--- src/rtl/ram_arbiter_pkg.sv ---
`default_nettype none
// ============================================================================
// Module   : ram_arbiter_pkg
// Brief    : Shared state encoding and bus constants for the RAM arbiter.
// Revision : 1.0
// ============================================================================
package ram_arbiter_pkg;

    typedef enum logic [1:0] {
        IDLE   = 2'd0,
        BUSY_D = 2'd1,
        BUSY_I = 2'd2,
        DONE   = 2'd3
    } state_t;

    localparam int unsigned c_starve_limit_default = 4;

    localparam logic [31:0] c_zero_word     = 32'h0000_0000;
    localparam logic        c_chip_enable   = 1'b1;
    localparam logic        c_chip_disable  = 1'b0;
    localparam logic        c_write_disable = 1'b0;
    localparam logic [3:0]  c_sel_word      = 4'b1111;
    localparam logic [3:0]  c_sel_none      = 4'b0000;

endpackage
`default_nettype wire

--- src/rtl/ram_arbiter_if.sv ---
`default_nettype none
// ============================================================================
// Module   : ram_arbiter_if
// Brief    : Data port, fetch port, RAM side and stall signals of the arbiter.
// Revision : 1.0
// ============================================================================
interface ram_arbiter_if;

    logic        d_ce_i;
    logic        d_we_i;
    logic [3:0]  d_sel_i;
    logic [31:0] d_addr_i;
    logic [31:0] d_data_i;
    logic [31:0] d_data_o;
    logic        d_done_o;

    logic        i_ce_i;
    logic [31:0] i_addr_i;
    logic [31:0] i_data_o;
    logic        i_done_o;

    logic        ram_ce_o;
    logic        ram_we_o;
    logic [3:0]  ram_sel_o;
    logic [31:0] ram_addr_o;
    logic [31:0] ram_data_o;
    logic [31:0] ram_data_i;
    logic        ram_data_ready;

    logic        stallreq_mem_o;
    logic        stallreq_if_o;

    modport slave (
        input  d_ce_i, d_we_i, d_sel_i, d_addr_i, d_data_i,
        input  i_ce_i, i_addr_i,
        input  ram_data_i, ram_data_ready,
        output d_data_o, d_done_o, i_data_o, i_done_o,
        output ram_ce_o, ram_we_o, ram_sel_o, ram_addr_o, ram_data_o,
        output stallreq_mem_o, stallreq_if_o
    );

    modport master (
        output d_ce_i, d_we_i, d_sel_i, d_addr_i, d_data_i,
        output i_ce_i, i_addr_i,
        output ram_data_i, ram_data_ready,
        input  d_data_o, d_done_o, i_data_o, i_done_o,
        input  ram_ce_o, ram_we_o, ram_sel_o, ram_addr_o, ram_data_o,
        input  stallreq_mem_o, stallreq_if_o
    );

endinterface
`default_nettype wire

--- src/rtl/ram_arbiter.sv ---
`default_nettype none
// ============================================================================
// Module   : ram_arbiter
// Brief    : Shares one RAM between the data port and the fetch port, with a
//            starvation counter that forces a fetch grant after a data burst.
// Revision : 1.0
// ============================================================================
module ram_arbiter
    import ram_arbiter_pkg::*;
#(
    parameter int unsigned STARVE_LIMIT = c_starve_limit_default
) (
    input  logic          clk,
    input  logic          rst,
    ram_arbiter_if.slave  bus
);

    localparam int unsigned CNT_W = (STARVE_LIMIT < 1) ? 1 : $clog2(STARVE_LIMIT + 1);

    state_t            r_state,     w_state;
    logic [CNT_W-1:0]  r_cnt,       w_cnt;
    logic              r_ram_ce,    w_ram_ce;
    logic              r_ram_we,    w_ram_we;
    logic [3:0]        r_ram_sel,   w_ram_sel;
    logic [31:0]       r_ram_addr,  w_ram_addr;
    logic [31:0]       r_ram_wdata, w_ram_wdata;
    logic [31:0]       r_d_rdata,   w_d_rdata;
    logic [31:0]       r_i_rdata,   w_i_rdata;
    logic              r_d_done,    w_d_done;
    logic              r_i_done,    w_i_done;
    logic              w_at_limit;

    assign w_at_limit = (r_cnt == CNT_W'(STARVE_LIMIT));

    always_ff @(posedge clk) begin
        if (rst) begin
            r_state     <= IDLE;
            r_cnt       <= '0;
            r_ram_ce    <= c_chip_disable;
            r_ram_we    <= c_write_disable;
            r_ram_sel   <= c_sel_none;
            r_ram_addr  <= c_zero_word;
            r_ram_wdata <= c_zero_word;
            r_d_rdata   <= c_zero_word;
            r_i_rdata   <= c_zero_word;
            r_d_done    <= 1'b0;
            r_i_done    <= 1'b0;
        end else begin
            r_state     <= w_state;
            r_cnt       <= w_cnt;
            r_ram_ce    <= w_ram_ce;
            r_ram_we    <= w_ram_we;
            r_ram_sel   <= w_ram_sel;
            r_ram_addr  <= w_ram_addr;
            r_ram_wdata <= w_ram_wdata;
            r_d_rdata   <= w_d_rdata;
            r_i_rdata   <= w_i_rdata;
            r_d_done    <= w_d_done;
            r_i_done    <= w_i_done;
        end
    end

    always_comb begin
        w_state     = r_state;
        w_cnt       = r_cnt;
        w_ram_ce    = r_ram_ce;
        w_ram_we    = r_ram_we;
        w_ram_sel   = r_ram_sel;
        w_ram_addr  = r_ram_addr;
        w_ram_wdata = r_ram_wdata;
        w_d_rdata   = r_d_rdata;
        w_i_rdata   = r_i_rdata;
        w_d_done    = 1'b0;
        w_i_done    = 1'b0;

        case (r_state)
            IDLE: begin
                // Data has priority until the fetch side has waited STARVE_LIMIT grants.
                if (bus.d_ce_i && !(bus.i_ce_i && w_at_limit)) begin
                    w_state     = BUSY_D;
                    w_ram_ce    = c_chip_enable;
                    w_ram_we    = bus.d_we_i;
                    w_ram_sel   = bus.d_sel_i;
                    w_ram_addr  = bus.d_addr_i;
                    w_ram_wdata = bus.d_data_i;
                    if (!bus.i_ce_i) begin
                        w_cnt = '0;
                    end else if (!w_at_limit) begin
                        w_cnt = r_cnt + 1'b1;
                    end
                end else if (bus.i_ce_i) begin
                    w_state     = BUSY_I;
                    w_ram_ce    = c_chip_enable;
                    w_ram_we    = c_write_disable;
                    w_ram_sel   = c_sel_word;
                    w_ram_addr  = bus.i_addr_i;
                    w_ram_wdata = c_zero_word;
                    w_cnt       = '0;
                end else begin
                    w_cnt = '0;
                end
            end
            BUSY_D: begin
                if (bus.ram_data_ready) begin
                    w_state   = DONE;
                    w_ram_ce  = c_chip_disable;
                    w_ram_we  = c_write_disable;
                    w_d_rdata = bus.ram_data_i;
                    w_d_done  = 1'b1;
                end
            end
            BUSY_I: begin
                if (bus.ram_data_ready) begin
                    w_state   = DONE;
                    w_ram_ce  = c_chip_disable;
                    w_ram_we  = c_write_disable;
                    w_i_rdata = bus.ram_data_i;
                    w_i_done  = 1'b1;
                end
            end
            DONE: begin
                // Turnaround cycle: the done pulse is visible, no new grant yet.
                w_state = IDLE;
            end
            default: begin
                w_state = IDLE;
            end
        endcase
    end

    assign bus.ram_ce_o   = r_ram_ce;
    assign bus.ram_we_o   = r_ram_we;
    assign bus.ram_sel_o  = r_ram_sel;
    assign bus.ram_addr_o = r_ram_addr;
    assign bus.ram_data_o = r_ram_wdata;
    assign bus.d_data_o   = r_d_rdata;
    assign bus.i_data_o   = r_i_rdata;
    assign bus.d_done_o   = r_d_done;
    assign bus.i_done_o   = r_i_done;

    assign bus.stallreq_mem_o = bus.d_ce_i & ~r_d_done;
    assign bus.stallreq_if_o  = bus.i_ce_i & ~r_i_done;

endmodule
`default_nettype wire

--- src/flat_wrapper.sv ---
// flat-port wrapper written by rule: the top's interface ports become plain ports
module ram_arbiter_flat import ram_arbiter_pkg::*;
#(
    parameter int unsigned STARVE_LIMIT = c_starve_limit_default
)
  (clk, rst, bus_d_ce_i, bus_d_we_i, bus_d_sel_i, bus_d_addr_i, bus_d_data_i, bus_i_ce_i, bus_i_addr_i, bus_ram_data_i, bus_ram_data_ready, bus_d_data_o, bus_d_done_o, bus_i_data_o, bus_i_done_o, bus_ram_ce_o, bus_ram_we_o, bus_ram_sel_o, bus_ram_addr_o, bus_ram_data_o, bus_stallreq_mem_o, bus_stallreq_if_o);
  ram_arbiter_if bus_i ();
  input  logic clk;
  input  logic rst;
  input wire logic [$bits(bus_i.d_ce_i)-1:0] bus_d_ce_i;
  input wire logic [$bits(bus_i.d_we_i)-1:0] bus_d_we_i;
  input wire logic [$bits(bus_i.d_sel_i)-1:0] bus_d_sel_i;
  input wire logic [$bits(bus_i.d_addr_i)-1:0] bus_d_addr_i;
  input wire logic [$bits(bus_i.d_data_i)-1:0] bus_d_data_i;
  input wire logic [$bits(bus_i.i_ce_i)-1:0] bus_i_ce_i;
  input wire logic [$bits(bus_i.i_addr_i)-1:0] bus_i_addr_i;
  input wire logic [$bits(bus_i.ram_data_i)-1:0] bus_ram_data_i;
  input wire logic [$bits(bus_i.ram_data_ready)-1:0] bus_ram_data_ready;
  output wire logic [$bits(bus_i.d_data_o)-1:0] bus_d_data_o;
  output wire logic [$bits(bus_i.d_done_o)-1:0] bus_d_done_o;
  output wire logic [$bits(bus_i.i_data_o)-1:0] bus_i_data_o;
  output wire logic [$bits(bus_i.i_done_o)-1:0] bus_i_done_o;
  output wire logic [$bits(bus_i.ram_ce_o)-1:0] bus_ram_ce_o;
  output wire logic [$bits(bus_i.ram_we_o)-1:0] bus_ram_we_o;
  output wire logic [$bits(bus_i.ram_sel_o)-1:0] bus_ram_sel_o;
  output wire logic [$bits(bus_i.ram_addr_o)-1:0] bus_ram_addr_o;
  output wire logic [$bits(bus_i.ram_data_o)-1:0] bus_ram_data_o;
  output wire logic [$bits(bus_i.stallreq_mem_o)-1:0] bus_stallreq_mem_o;
  output wire logic [$bits(bus_i.stallreq_if_o)-1:0] bus_stallreq_if_o;
  assign bus_i.d_ce_i = bus_d_ce_i;
  assign bus_i.d_we_i = bus_d_we_i;
  assign bus_i.d_sel_i = bus_d_sel_i;
  assign bus_i.d_addr_i = bus_d_addr_i;
  assign bus_i.d_data_i = bus_d_data_i;
  assign bus_i.i_ce_i = bus_i_ce_i;
  assign bus_i.i_addr_i = bus_i_addr_i;
  assign bus_i.ram_data_i = bus_ram_data_i;
  assign bus_i.ram_data_ready = bus_ram_data_ready;
  assign bus_d_data_o = bus_i.d_data_o;
  assign bus_d_done_o = bus_i.d_done_o;
  assign bus_i_data_o = bus_i.i_data_o;
  assign bus_i_done_o = bus_i.i_done_o;
  assign bus_ram_ce_o = bus_i.ram_ce_o;
  assign bus_ram_we_o = bus_i.ram_we_o;
  assign bus_ram_sel_o = bus_i.ram_sel_o;
  assign bus_ram_addr_o = bus_i.ram_addr_o;
  assign bus_ram_data_o = bus_i.ram_data_o;
  assign bus_stallreq_mem_o = bus_i.stallreq_mem_o;
  assign bus_stallreq_if_o = bus_i.stallreq_if_o;
  ram_arbiter #(.STARVE_LIMIT(STARVE_LIMIT)) u_core (.clk(clk), .rst(rst), .bus(bus_i));
endmodule
--- config.mk ---
export PLATFORM = sky130hd
export DESIGN_NAME = ram_arbiter_flat
export DESIGN_NICKNAME = d
export VERILOG_FILES = /design/src/rtl/ram_arbiter_pkg.sv /design/src/rtl/ram_arbiter_if.sv /design/src/rtl/ram_arbiter.sv /design/src/flat_wrapper.sv
export SDC_FILE = /design/constraint.sdc
export NUM_CORES = 1
export LEC_CHECK = 0
export BUFFER_PORTS_ARGS = -buffer_cell sky130_fd_sc_hd__buf_4
export CORE_ASPECT_RATIO = 1.5
export CORE_MARGIN = 2
export CORE_UTILIZATION = 35
export CTS_CLUSTER_DIAMETER = 100
export DETAILED_ROUTE_END_ITERATION = 10
export PLACE_DENSITY = 0.68
export SYNTH_ARGS = -nofsm -noshare
export SYNTH_HDL_FRONTEND = slang
export SYNTH_SLANG_ARGS = --single-unit
--- constraint.sdc ---
create_clock -name clk -period 4.2 [get_ports clk]
set_input_delay 0.21 -clock clk [delete_from_list [all_inputs] [get_ports clk]]
set_output_delay 0.21 -clock clk [all_outputs]
set_load 0.02 [all_outputs]
==> out/results.txt <==
Slew @ Worst Pin -> 1105 ps
sequential share of the synthesized area -> 0.5201
number of enable flip-flop cells after synthesis -> 0
CTS tree -> done
startpoint class of the critical path -> flip-flop
upper clock frequency limit -> 442.8 MHz
number of instances in the synthesized netlist -> 682
yosys synthesis warning count -> 0
std cell rows -> 55
critical path capture point type -> flip-flop
post-synthesis share of cell area spent on and, or, nand and nor gates -> 0.2275
Port Buffer Count -> 275
number of cells on the worst reg-to-reg path -> 7
# DRC -> 0
area of placed instances -> 7507 µm²
commonest cells in the synthesized netlist -> sky130_fd_sc_hd__nand2_1 (197), sky130_fd_sc_hd__dfxtp_1 (141), sky130_fd_sc_hd__a21oi_1 (132)
final antenna-violating net count -> 0
count of state elements after synthesis -> 141
via count of the first global-routing pass -> 5304
Final Routed Wirelength -> 16950 µm
horizontal die dimension -> 105.7 µm
Worst Skew -> 11.39 ps
deepest clock path buffer count -> 2
setup bufs post-CTS -> 0
Placer Congestion -> 0.8327
worst setup path class -> reg2reg
CTS Hold Buffers Added -> 0
CTS H-tree lvls -> 4
total negative setup slack -> 0 ps
area leader, netlist -> sky130_fd_sc_hd__dfxtp_1
required time reported for the critical path endpoint -> 4530 ps
First DRT Iteration DRCs -> 234
Synth async-reset ratio -> 0
unrepaired setup endpoints after global routing -> false
status -> finished, final reports clean
vias post-DR -> 5480
root buffer cell -> sky130_fd_sc_hd__clkbuf_16
Top-Level Pins -> 276
main combinational cell family by area after synthesis -> simple AND/OR/NAND/NOR gates
floorplan die area -> 16540 µm²
DP Wirelength -> 11620 µm
Max FO, Critical Path -> 43
post-synthesis xor/xnor area fraction -> 0
area growth from synthesis to final layout -> 49.72%
Sinks on Clock Net -> 141
number of antenna violations at the first check in global routing -> 0
DIE HEIGHT -> 156.5 µm
crit share post-route -> 0.5377
multiplexer fraction of the synthesized cell area -> 0
vias per std cell -> 4.824
starting utilization of the core area -> 0.3585
total number of nets in the final design -> 1071
critical path cell sequence -> inv_1, ha_1, nand3_4, and2_2, buf_4, nand3_1, a21oi_1
portion of synthesized cell area occupied by the leading cell type -> 0.5201
final-layout worst hold slack -> 49.82 ps
number of library cell types mapped by synthesis -> 28
clock slew seen by the registers of the worst setup and hold paths -> 60 ps
post-synthesis cell area -> 5428 µm²
floorplan core area -> 15140 µm²
largest net degree at the start of global routing -> 102
shortest period the worst path allows -> 2258 ps
number of nets produced by synthesis -> 827
CP max stage cell -> sky130_fd_sc_hd__and2_2
Hold Path Class -> in2reg
Compound-Gate Fraction of Synth Area -> 0.1775
diode insertion count for antenna repair -> 0
WHS Path Cells -> 3
first-pass GRT wire length -> 26300 µm
average wire length per cell after detail routing -> 14.92 µm
share of cells above drive strength 1 -> 0.3404
Finished Cell Area -> 8127 µm²
Max-cap violations -> 0
Pwr Density -> 635.1 nW/µm²
worst stage delay on the critical path -> 700 ps
Setup Slack @ Placement -> 1934 ps
worst vdd ir -> 0.4171 mV
most area-consuming cells after synthesis -> sky130_fd_sc_hd__dfxtp_1 (52%), sky130_fd_sc_hd__nand2_1 (14%), sky130_fd_sc_hd__a21oi_1 (12%)
Slew headroom -> 0.2635
final setup slack of the worst path -> 1942 ps
source-to-sink clock delay at the later pin of the worst-skew pair -> 410 ps
Resized cells post-CTS -> 0
global route overflow -> 0
setup-violating endpoint count in the final report -> 0
cell with the most instances after synthesis -> sky130_fd_sc_hd__nand2_1
clock buffers created by TritonCTS -> 17
Post-Synthesis Mean Instance Area -> 7.959 µm²
number of max-slew violations in the final report -> 0
first drt pass iteration count -> 7
most common flop cell mapped by yosys -> sky130_fd_sc_hd__dfxtp_1
Adder-Cell Fraction of Synth Area -> 0.01614
arrival time of data at the critical path endpoint -> 2590 ps
gr usage total -> 0.2003
static leakage power -> 3.533 nW
final hold violation count -> 0
cells by family after synthesis:
kind of cell	Yosys count
adders and majority gates	7
and+or+nand+nor	300
DFF	141
buffers and inverters	62
AOI/OAI and AO/OA	172
report_power, final:
group	internal [mW]	switching, mW
sequential	1.60	0.139
combinational	0.708	1.12
clock	1.02	0.567
critical path: cells and delay by family, from the launching register on:
family          cells  cell delay (ps)
buf+inv             2              480
simple gates        3              950
flops               1              350
compound gates      1              150
fa+ha+maj           1              230
area by class of cell:
class | instances | area [µm²]
fillers | 1498 | 7013
flip-flops and latches | 141 | 2823
multi-input cells | 479 | 2296
repair buffers | 283 | 2125
clock buffers | 19 | 452.9
well taps | 199 | 249.0
clock inverters | 11 | 166.4
inverters | 4 | 15.01
flip-flops by register name (all words and copies together), names as in the netlist:
name / cells
u_core.bus.d_data_o: 32
u_core.bus.d_done_o: 1
u_core.bus.i_data_o: 32
u_core.bus.i_done_o: 1
u_core.bus.ram_addr_o: 32
u_core.bus.ram_ce_o: 1
u_core.bus.ram_data_o: 32
u_core.bus.ram_sel_o: 4
u_core.bus.ram_we_o: 1
u_core.r_cnt: 3
u_core.r_state: 2
cell usage in the layout (no fill, tap or decap), drive strengths merged:
| cell type | n |
|---|---|
| clkinv | 6 |
| ha | 7 |
| and2 | 3 |
| a211oi | 33 |
| nand2b | 3 |
| dfxtp | 141 |
| nor2b | 3 |
| nand2 | 198 |
| nor4b | 1 |
| nor3b | 1 |
| bufinv | 4 |
| a221oi | 1 |
| inv | 5 |
| o21a | 1 |
| nand4 | 3 |
| a21oi | 132 |
| o31ai | 1 |
| a31oi | 1 |
| buf | 283 |
| nand3 | 34 |
| o21ai | 3 |
| nor2 | 44 |
| nor3 | 10 |
| clkbuf | 19 |
layer usage:
layer	share of wire	track usage
met5	0	0
met4	0.034	0.1009
met2	0.53	0.3659
met3	0.057	0.04956
met1	0.38	0.2124
path summary, 6_finish.rpt:
| path | slack, ps | start | endpoint |
|---|---|---|---|
| min reg2reg | 450 | u_core.bus.i_data_o[31] | u_core.bus.i_data_o[31] |
| min | 50 | bus_i_addr_i[31] | u_core.bus.ram_addr_o[31] |
| max reg2reg | 1940 | u_core.r_cnt[0] | u_core.bus.ram_data_o[5] |
| max | 1940 | u_core.r_cnt[0] | u_core.bus.ram_data_o[5] |
metrics by stage:
| stage | util | total power, mW | std cells |
|---|---|---|---|
| 4_1_cts | 0.5368 | 5.225 | 1136 |
| 2_1_floorplan | - | 2.925 | 682 |
| 6_report | 0.5368 | 5.161 | 1136 |
| 3_5_place_dp | 0.4959 | 3.622 | 1106 |
| 5_1_grt | 0.5368 | 5.468 | 1136 |
| 3_3_place_gp | 0.4959 | 3.607 | 1106 |
No activity file was read; power rests on OpenSTA's default activity.
